--- src/rtl/wb_charlieplex.sv ---
// wb_charlieplex: pipelined Wishbone slave driving an N-pin charlieplexed LED matrix.
// Double-buffered framebuffer, frame-synchronous swap, PWM brightness, dead time between rows.
module wb_charlieplex #(
  parameter int PINS        = 7,
  parameter int BRIGHT_BITS = 4,
  parameter int DEAD_TICKS  = 2,
  parameter int ADDR_W      = 5
) (
  input  logic              wb_clk_i,
  input  logic              wb_rst_i,
  input  logic              wb_cyc_i,
  input  logic              wb_stb_i,
  input  logic              wb_we_i,
  input  logic [ADDR_W-1:0] wb_adr_i,
  input  logic [31:0]       wb_dat_i,
  output logic [31:0]       wb_dat_o,
  output logic              wb_stall_o,
  output logic              wb_ack_o,
  output logic [PINS-1:0]   charlie_o,
  output logic [PINS-1:0]   charlie_oe,
  output logic              frame_o
);

  localparam int RW = $clog2(PINS);
  localparam int DW = $clog2(DEAD_TICKS + 1);
  localparam logic [RW-1:0] LAST_ROW = RW'(PINS - 1);
  localparam logic [BRIGHT_BITS-1:0] LAST_TICK = '1;
  localparam logic [DW-1:0] LAST_DEAD = DW'(DEAD_TICKS - 1);

  typedef enum logic [1:0] {
    S_IDLE,
    S_DRIVE,
    S_DEAD,
    S_FEND
  } state_t;

  state_t r_state;
  state_t w_next;

  logic                   r_enable;
  logic [BRIGHT_BITS-1:0] r_bright;
  logic                   r_swap_pend;
  logic [PINS-2:0]        r_back  [PINS];
  logic [PINS-2:0]        r_front [PINS];
  logic [RW-1:0]          r_row;
  logic [BRIGHT_BITS-1:0] r_tick;
  logic [DW-1:0]          r_dead;
  logic                   r_ack;
  logic [31:0]            r_dat;

  logic            w_acc;
  logic            w_wr;
  logic            w_is_row;
  logic            w_is_bri;
  logic            w_is_ctl;
  logic [RW-1:0]   w_ridx;
  logic            w_swap;
  logic [31:0]     w_rdata;
  logic [PINS-1:0] w_bits;
  logic [PINS-1:0] w_src;
  logic [PINS-1:0] w_low;
  logic [PINS-1:0] w_sink;
  logic            w_lit;
  logic            w_unused;

  assign w_acc    = wb_cyc_i & wb_stb_i & ~r_swap_pend;
  assign w_wr     = w_acc & wb_we_i;
  assign w_is_row = wb_adr_i < ADDR_W'(PINS);
  assign w_is_bri = wb_adr_i == ADDR_W'(PINS);
  assign w_is_ctl = wb_adr_i == ADDR_W'(PINS + 1);
  assign w_ridx   = wb_adr_i[RW-1:0];
  assign w_unused = &{1'b0, wb_dat_i};

  // A pending swap lands at frame end, or straight away when the scan is idle.
  assign w_swap = r_swap_pend & ((r_state == S_IDLE) | (r_state == S_FEND));

  assign wb_stall_o = r_swap_pend;
  assign wb_ack_o   = r_ack;
  assign wb_dat_o   = r_dat;
  assign frame_o    = (r_state == S_FEND);

  // Register-map read mux; unmapped addresses read zero.
  always_comb begin
    w_rdata = '0;
    unique case (1'b1)
      w_is_row: w_rdata = 32'(r_back[w_ridx]);
      w_is_bri: w_rdata = 32'(r_bright);
      w_is_ctl: w_rdata = {30'd0, r_swap_pend, r_enable};
      default:  w_rdata = '0;
    endcase
  end

  // Bus side: accept, registered ack/data, register writes, swap request.
  always_ff @(posedge wb_clk_i) begin
    if (wb_rst_i) begin
      r_ack       <= 1'b0;
      r_dat       <= '0;
      r_enable    <= 1'b0;
      r_bright    <= '1;
      r_swap_pend <= 1'b0;
      r_back      <= '{default: '0};
    end else begin
      r_ack <= w_acc;
      if (w_acc) begin
        r_dat <= w_rdata;
      end
      if (w_wr && w_is_row) begin
        r_back[w_ridx] <= wb_dat_i[PINS-2:0];
      end
      if (w_wr && w_is_bri) begin
        r_bright <= wb_dat_i[BRIGHT_BITS-1:0];
      end
      if (w_wr && w_is_ctl) begin
        r_enable <= wb_dat_i[0];
      end
      if (w_wr && w_is_ctl && wb_dat_i[1]) begin
        r_swap_pend <= 1'b1;
      end else if (w_swap) begin
        r_swap_pend <= 1'b0;
      end
    end
  end

  // Scan state register.
  always_ff @(posedge wb_clk_i) begin
    if (wb_rst_i) begin
      r_state <= S_IDLE;
    end else begin
      r_state <= w_next;
    end
  end

  // Scan next-state: dwell, dead time, then next row or frame end.
  always_comb begin
    w_next = r_state;
    unique case (r_state)
      S_IDLE: begin
        if (r_enable) w_next = S_DRIVE;
      end
      S_DRIVE: begin
        if (r_tick == LAST_TICK) w_next = S_DEAD;
      end
      S_DEAD: begin
        if (r_dead == LAST_DEAD) begin
          w_next = (r_row == LAST_ROW) ? S_FEND : S_DRIVE;
        end
      end
      S_FEND: begin
        w_next = r_enable ? S_DRIVE : S_IDLE;
      end
      default: w_next = S_IDLE;
    endcase
  end

  // Row/tick/dead counters and the front buffer copy.
  always_ff @(posedge wb_clk_i) begin
    if (wb_rst_i) begin
      r_row   <= '0;
      r_tick  <= '0;
      r_dead  <= '0;
      r_front <= '{default: '0};
    end else begin
      if (w_swap) begin
        r_front <= r_back;
      end
      unique case (r_state)
        S_DRIVE: begin
          r_tick <= r_tick + 1'b1;
          r_dead <= '0;
        end
        S_DEAD: begin
          if (r_dead == LAST_DEAD) begin
            r_dead <= '0;
            if (r_row != LAST_ROW) r_row <= r_row + 1'b1;
          end else begin
            r_dead <= r_dead + 1'b1;
          end
        end
        default: begin
          r_row  <= '0;
          r_tick <= '0;
          r_dead <= '0;
        end
      endcase
    end
  end

  // Spread the row's LED bits over every pin except the source pin.
  assign w_bits = {1'b0, r_front[r_row]};
  assign w_src  = PINS'(1) << r_row;
  assign w_low  = w_src - 1'b1;
  assign w_sink = (w_bits & w_low) | ((w_bits & ~w_low) << 1);
  assign w_lit  = r_tick < r_bright;

  // Pin drive: source high for the whole dwell, sinks low while PWM is on.
  always_comb begin
    charlie_o  = '0;
    charlie_oe = '0;
    if (r_state == S_DRIVE) begin
      charlie_o  = w_src;
      charlie_oe = w_src | (w_lit ? w_sink : '0);
    end
  end

endmodule

--- config.mk ---
export PLATFORM = sky130hd
export DESIGN_NAME = wb_charlieplex
export DESIGN_NICKNAME = d
export VERILOG_FILES = /design/src/rtl/wb_charlieplex.sv
export SDC_FILE = /design/constraint.sdc
export NUM_CORES = 1
export LEC_CHECK = 0
export BUFFER_PORTS_ARGS = -buffer_cell sky130_fd_sc_hd__buf_2
export CAP_MARGIN = 10
export CELL_PAD_IN_SITES_DETAIL_PLACEMENT = 1
export CELL_PAD_IN_SITES_GLOBAL_PLACEMENT = 1
export CORE_MARGIN = 4
export CORE_UTILIZATION = 40
export CTS_BUF_LIST = sky130_fd_sc_hd__clkbuf_2 sky130_fd_sc_hd__clkbuf_4 sky130_fd_sc_hd__clkbuf_8
export DETAILED_ROUTE_END_ITERATION = 16
export PLACE_DENSITY = 0.79
export SLEW_MARGIN = 10
export SYNTH_ARGS = -nofsm -noshare
export SYNTH_HDL_FRONTEND = slang
export SYNTH_SLANG_ARGS = --single-unit
--- constraint.sdc ---
create_clock -name wb_clk_i -period 3.7 [get_ports wb_clk_i]
set_input_delay 0.555 -clock wb_clk_i [delete_from_list [all_inputs] [get_ports wb_clk_i]]
set_output_delay 0.555 -clock wb_clk_i [all_outputs]
set_load 0.02 [all_outputs]
== Yosys cells after proc, flatten, opt, wreduce, memory -nomap -nowiden ==
Cells that the tools add are included.
Word-level totals
  logic and storage cells: 96
  output and inout bits: 49
  bits of input ports: 42
  bits in writable memories: 0
  memory bits (read-only): 0
  latch bits: 0
  flip-flop bits (word level): 134
  memories kept: 0
Cells by class
  add/sub/neg operators: 4
  reductions and logical operators: 10
  bitwise gates (word level): 15
  muxes and demuxes: 25
  multipliers: 0
  magnitude comparators: 5
  shifts and indexed selects: 1
  div/mod/pow operators: 0
  eq/ne operators: 13
Operators by type and width (number)
  bitwise mux 42 bit: 1
  binary-select mux 6 bit (select 3 bit): 2
  two-way mux 6 bit: 5
  two-way mux 7 bit: 3
  demux 6 bit (select 3 bit): 1
  one-hot mux 6 bit (3 select lines): 1
  OR 7 bit: 2
  >= comparator 4 bit, second input constant: 2
  two-way mux 2 bit: 4
  != test 2 bit, second input constant: 4
  NOT 3 -> 4 bit: 2
  one-hot mux 2 bit (4 select lines): 1
  one-hot mux 4 bit (2 select lines): 1
  AND 6 x 7 -> 7 bit: 1
  << shifter 1 x 3 -> 7 bit, first input constant: 1
  subtractor 7 x 1 -> 7 bit, second input constant: 1
  AND 6 bit: 1
  two-way mux 3 bit: 2
  NOT 6 bit: 1
  one-hot mux 3 bit (2 select lines): 1
  AND reduction 3 bit: 2
  equality test 5 x 3 -> 1 bit, second input constant: 1
  equality test 5 x 4 -> 1 bit, second input constant: 1
  logical AND 1 bit: 5
  other kinds (18): 27

== Longest topological paths before layout ==
  depth after elaboration: 9
  gate-level depth with buffers: 10
  gate-level depth less buffers: 7

== Worst setup path before layout ==
OpenSTA, ideal clock, no wires.
  path kind: register to output
  start: register r_row[0]
  end: output port charlie_oe[3]
  arrival time: 2.179 ns
  stages on the path, launching flop included: 11
  buffers on the path: 3
  required time: 3.145 ns
  path slack: 0.966 ns
  cell sequence: dfxtp_1 buf_2 buf_2 inv_1 ha_1 clkbuf_1 nor3_1 nor2_1 xnor2_1 and4b_1 or3_1
On the way
  word-level cells in the longest chain between the ends: 9
  elaborated cells between the ends (all ways): 13
  those cells by class: 1 x add/sub; 1 x shift; 5 x mux; 6 x bitwise
Ends and longest elaborated chain
  start: declaration: line 45  | logic [RW-1:0] r_row;
  start signal: assignment: line 174  | if (r_row != LAST_ROW) r_row <= r_row + 1'b1;
  branches (longest 7 deep; another with subtractor 7 x 1 -> 7 bit)
  OR 7 bit (*): line 201  | charlie_oe = w_src | (w_lit ? w_sink : '0);
  two-way mux 7 bit (*): line 199  | if (r_state == S_DRIVE) begin
  end: declaration: line 20  | output logic [PINS-1:0] charlie_oe,
Every way passes the cells marked *. The select of a mux whose other input is x is not followed.

== Worst setup path in the final report ==
  start: register r_state[1]
  end: output port charlie_oe[3]
On the way
  word-level cells in the longest chain between the ends: 2
Ends and longest elaborated chain
  start: declaration: line 37  | state_t r_state;
  start signal: assignment: line 129  | r_state <= w_next;
  equality test 2 x 1 -> 1 bit: line 199
  two-way mux 7 bit: line 199
Every way passes these cells.

==> run_results.csv <==
group,metric,value,unit
status,status,"finished, final reports clean",
detailed_routing,drtIter0Drc,334,
power_and_ir_drop,ir_drop,0.151,mV
synthesis,synth_fa_ha_area_share,3.48,%
timing,clock.fmax,314,MHz
worst_setup_path,startpoint,"r_state[1]",
cts,clock-root-buffer,"clkbuf_8",
power_and_ir_drop,netSwitchingFraction,26.8,%
synthesis,muxShareOfSynthArea,11.5,%
cts,clk_latency,370,ps
synthesis,synth-xor-area-share,0.162,%
cts,cts_tree,"yes",
power_and_ir_drop,p_comb_share,10.6,%
grt,grt-ovfl-total,0,
worst_setup_path,worstSetupPathType,"register to output port",
floorplan,die_w,124,um
floorplan,row_count,42,
synthesis,ys_warn_count,0,
place,dpl.hpwl,11100,um
synthesis,synth-async-reset-ratio,0,%
floorplan,fp.coreArea,13200,um2
synthesis,synth_edf_count,0,
synthesis,syn_inst,649,
timing,setup_violations,0,
worst_setup_path,critPathRequiredTime,3140,ps
synthesis,synth_compound_area_share,14.4,%
flow_run,cap_violations,0,
synthesis,syn_avg_cell_area,8.31,um2
grt,grtUsageTotal,20.5,%
detailed_routing,vias,4571,
timing,max_slew_margin,48.3,%
timing,worstMarginPinSlew,773,ps
timing,fin_setup_tns,0,ps
cts,post_cts_resized,0,
timing,slew_viol_final,0,
floorplan,dieArea,15400,um2
power_and_ir_drop,pwr-share-clk,34.8,%
worst_setup_path,start_kind,"register",
timing,rsz0062_at_grt,"no",
place,dpl_cell_area,5570,um2
synthesis,synth.distinct_cells,62,
finish,most-common-layout-cells,"118 x nand2_1, 108 x dfxtp_1, 74 x a21oi_1",
detailed_routing,wl,15300,um
finish,final_layout_size_suffix_gt1_share,12.4,%
grt,grt_pass1_vias,4664,
detailed_routing,wl_per_cell,18.2,um
synthesis,synth_top_family_by_area,"simple AND/OR/NAND/NOR gates",
synthesis,synth_simple_gate_area_share,22.1,%
worst_setup_path,path_max_fanout,12,
floorplan,start_util,40.7,%
synthesis,syn_area,5400,um2
cts,post_cts_buffers,0,
detailed_routing,firstDrtPassIters,4,
cts,cts.clk_slew.worst_paths,100,ps
worst_setup_path,r2r_start,"wb_stall_o",
worst_setup_path,endpoint_kind,"output port",
synthesis,ys_ff_latch,108,
power_and_ir_drop,totalPowerFinal,2.16,mW
cts,cts_max_path_buffers,2,
cts,cts_buffers,9,
timing,period_share,86.0,%
synthesis,seq_area_frac_synth,40.1,%
floorplan,pin_count,91,
power_and_ir_drop,p_per_area,373,nW/um2
timing,fin_skew,14.2,ps
floorplan,die_h,124,um
grt,antenna_found_initial,0,
power_and_ir_drop,power_switching,0.579,mW
detailed_routing,drc,0,
synthesis,synth_ff_type,"dfxtp_1",
power_and_ir_drop,leakage,2.17,nW
finish,diodes,0,
worst_setup_path,worstPathArrival,2630,ps
hold_path,hold_path_class,"register to register",
cts,clock_sinks,108,
cts,htree_levels,3,
detailed_routing,ant_nets,0,
worst_setup_path,rrSetupSlack,1620,ps
grt,grt_pass1_wl,24700,um
timing,hold_viol,0,
timing,period_needed,3180,ps
place,gp_congestion,0.822,
power_and_ir_drop,p_int,1.58,mW
finish,nets,715,
finish,final_cell_area,5780,um2
finish,layout_commonest_cell,"nand2_1",
finish,area_growth,7.07,%
grt,grt_max_degree,50,
place,portBuffers,38,
hold_path,hold_start,"r_front[14]",
detailed_routing,via_per_inst,5.45,
power_and_ir_drop,power_frac_seq,54.6,%
cts,cts_hold_buf,0,
cell usage after synthesis (all sizes together), types with 2 or more instances:
| cell type | count | area (um2) |
|---|---|---|
| a211oi | 9 | 67.6 |
| a21oi | 74 | 370 |
| a221oi | 2 | 17.5 |
| a22oi | 4 | 30.0 |
| a32oi | 2 | 17.5 |
| and2 | 3 | 18.8 |
| and3 | 6 | 37.5 |
| and3b | 2 | 17.5 |
| buf | 39 | 263 |
| clkbuf | 34 | 129 |
| dfxtp | 108 | 2160 |
| ha | 15 | 188 |
| inv | 14 | 52.6 |
| mux2 | 9 | 101 |
| mux2i | 40 | 400 |
| mux4 | 5 | 116 |
| nand2 | 118 | 443 |
| nand2b | 11 | 68.8 |
| nand3 | 20 | 100 |
| nand3b | 3 | 35.0 |
| nand4 | 2 | 12.5 |
| nor2 | 49 | 189 |
| nor2b | 12 | 75.1 |
| nor3 | 13 | 76.3 |
| nor3b | 3 | 22.5 |
| o2111ai | 3 | 26.3 |
| o211ai | 4 | 30.0 |
| o21ai | 12 | 60.1 |
| o21bai | 2 | 15.0 |
| o22ai | 3 | 18.8 |
| o311ai | 2 | 17.5 |
| o31ai | 2 | 15.0 |
| or2 | 2 | 12.5 |
| or3 | 4 | 25.0 |
logic make-up after synthesis:
group,after synthesis
compound gates,129
xor+xnor,1
fa+ha+maj,15
other cells,1
simple gates,253
flops,108
mux,54
buf+inv,88
critical path: stages (launching register included):
cell and delay [ps]:
dfxtp_1 420, inv_1 120, ha_1 350, nor2b_1 200, o21ai_1 390, and4b_1 280
or3_1 330, buf_2 160
per-layer routing:
layer | part of all wire (%) | global-route usage, %
met1 | 45 | 27.4
met2 | 49 | 34.4
met3 | 4.3 | 3.50
met4 | 1.4 | 5.27
met5 | 0 | 0
stage by stage:
stage | utilization [%] | hold slack (ps) | setup WS [ps] | cells
after floorplan | - | 406 | 966 | 674
final | 43.6 | 462 | 517 | 839
after CTS | 43.6 | 463 | 469 | 839
after global placement | 42.1 | 415 | 949 | 823
after detailed placement | 42.1 | 449 | 885 | 823
after global routing | 43.6 | 483 | 355 | 839
power groups by stage:
stage	logic (mW)	clock network (mW)	registers, mW
3_5_place_dp	0.228	0	1.21
2_1_floorplan	0.181	0	1.21
4_1_cts	0.229	0.766	1.18
6_report	0.228	0.750	1.18
5_1_grt	0.252	0.822	1.18
3_3_place_gp	0.219	0	1.20
registers in the layout, indices dropped and copies added (netlist names):
register / cells
r_front: 42
r_enable: 1
r_tick: 4
r_state: 2
r_back: 42
r_bright: 4
r_row: 3
wb_stall_o: 1
wb_ack_o: 1
wb_dat_o: 6
r_dead: 2
cell type report:
cell class | instances | area, um2
clock buffers | 11 | 145
clock inverters | 5 | 61.3
fillers | 1624 | 7470
inverters | 15 | 56.3
multi-input cells | 478 | 2880
flip-flops and latches | 108 | 2160
well taps | 176 | 220
repair buffers | 46 | 250
final timing paths:
check,end,depth (start not counted)
setup / recovery,charlie_oe[3],7
hold / removal,r_front[14],2
setup reg to reg,r_back[2],5
hold reg to reg,r_front[14],2
No activity file was read; power rests on OpenSTA's default activity.
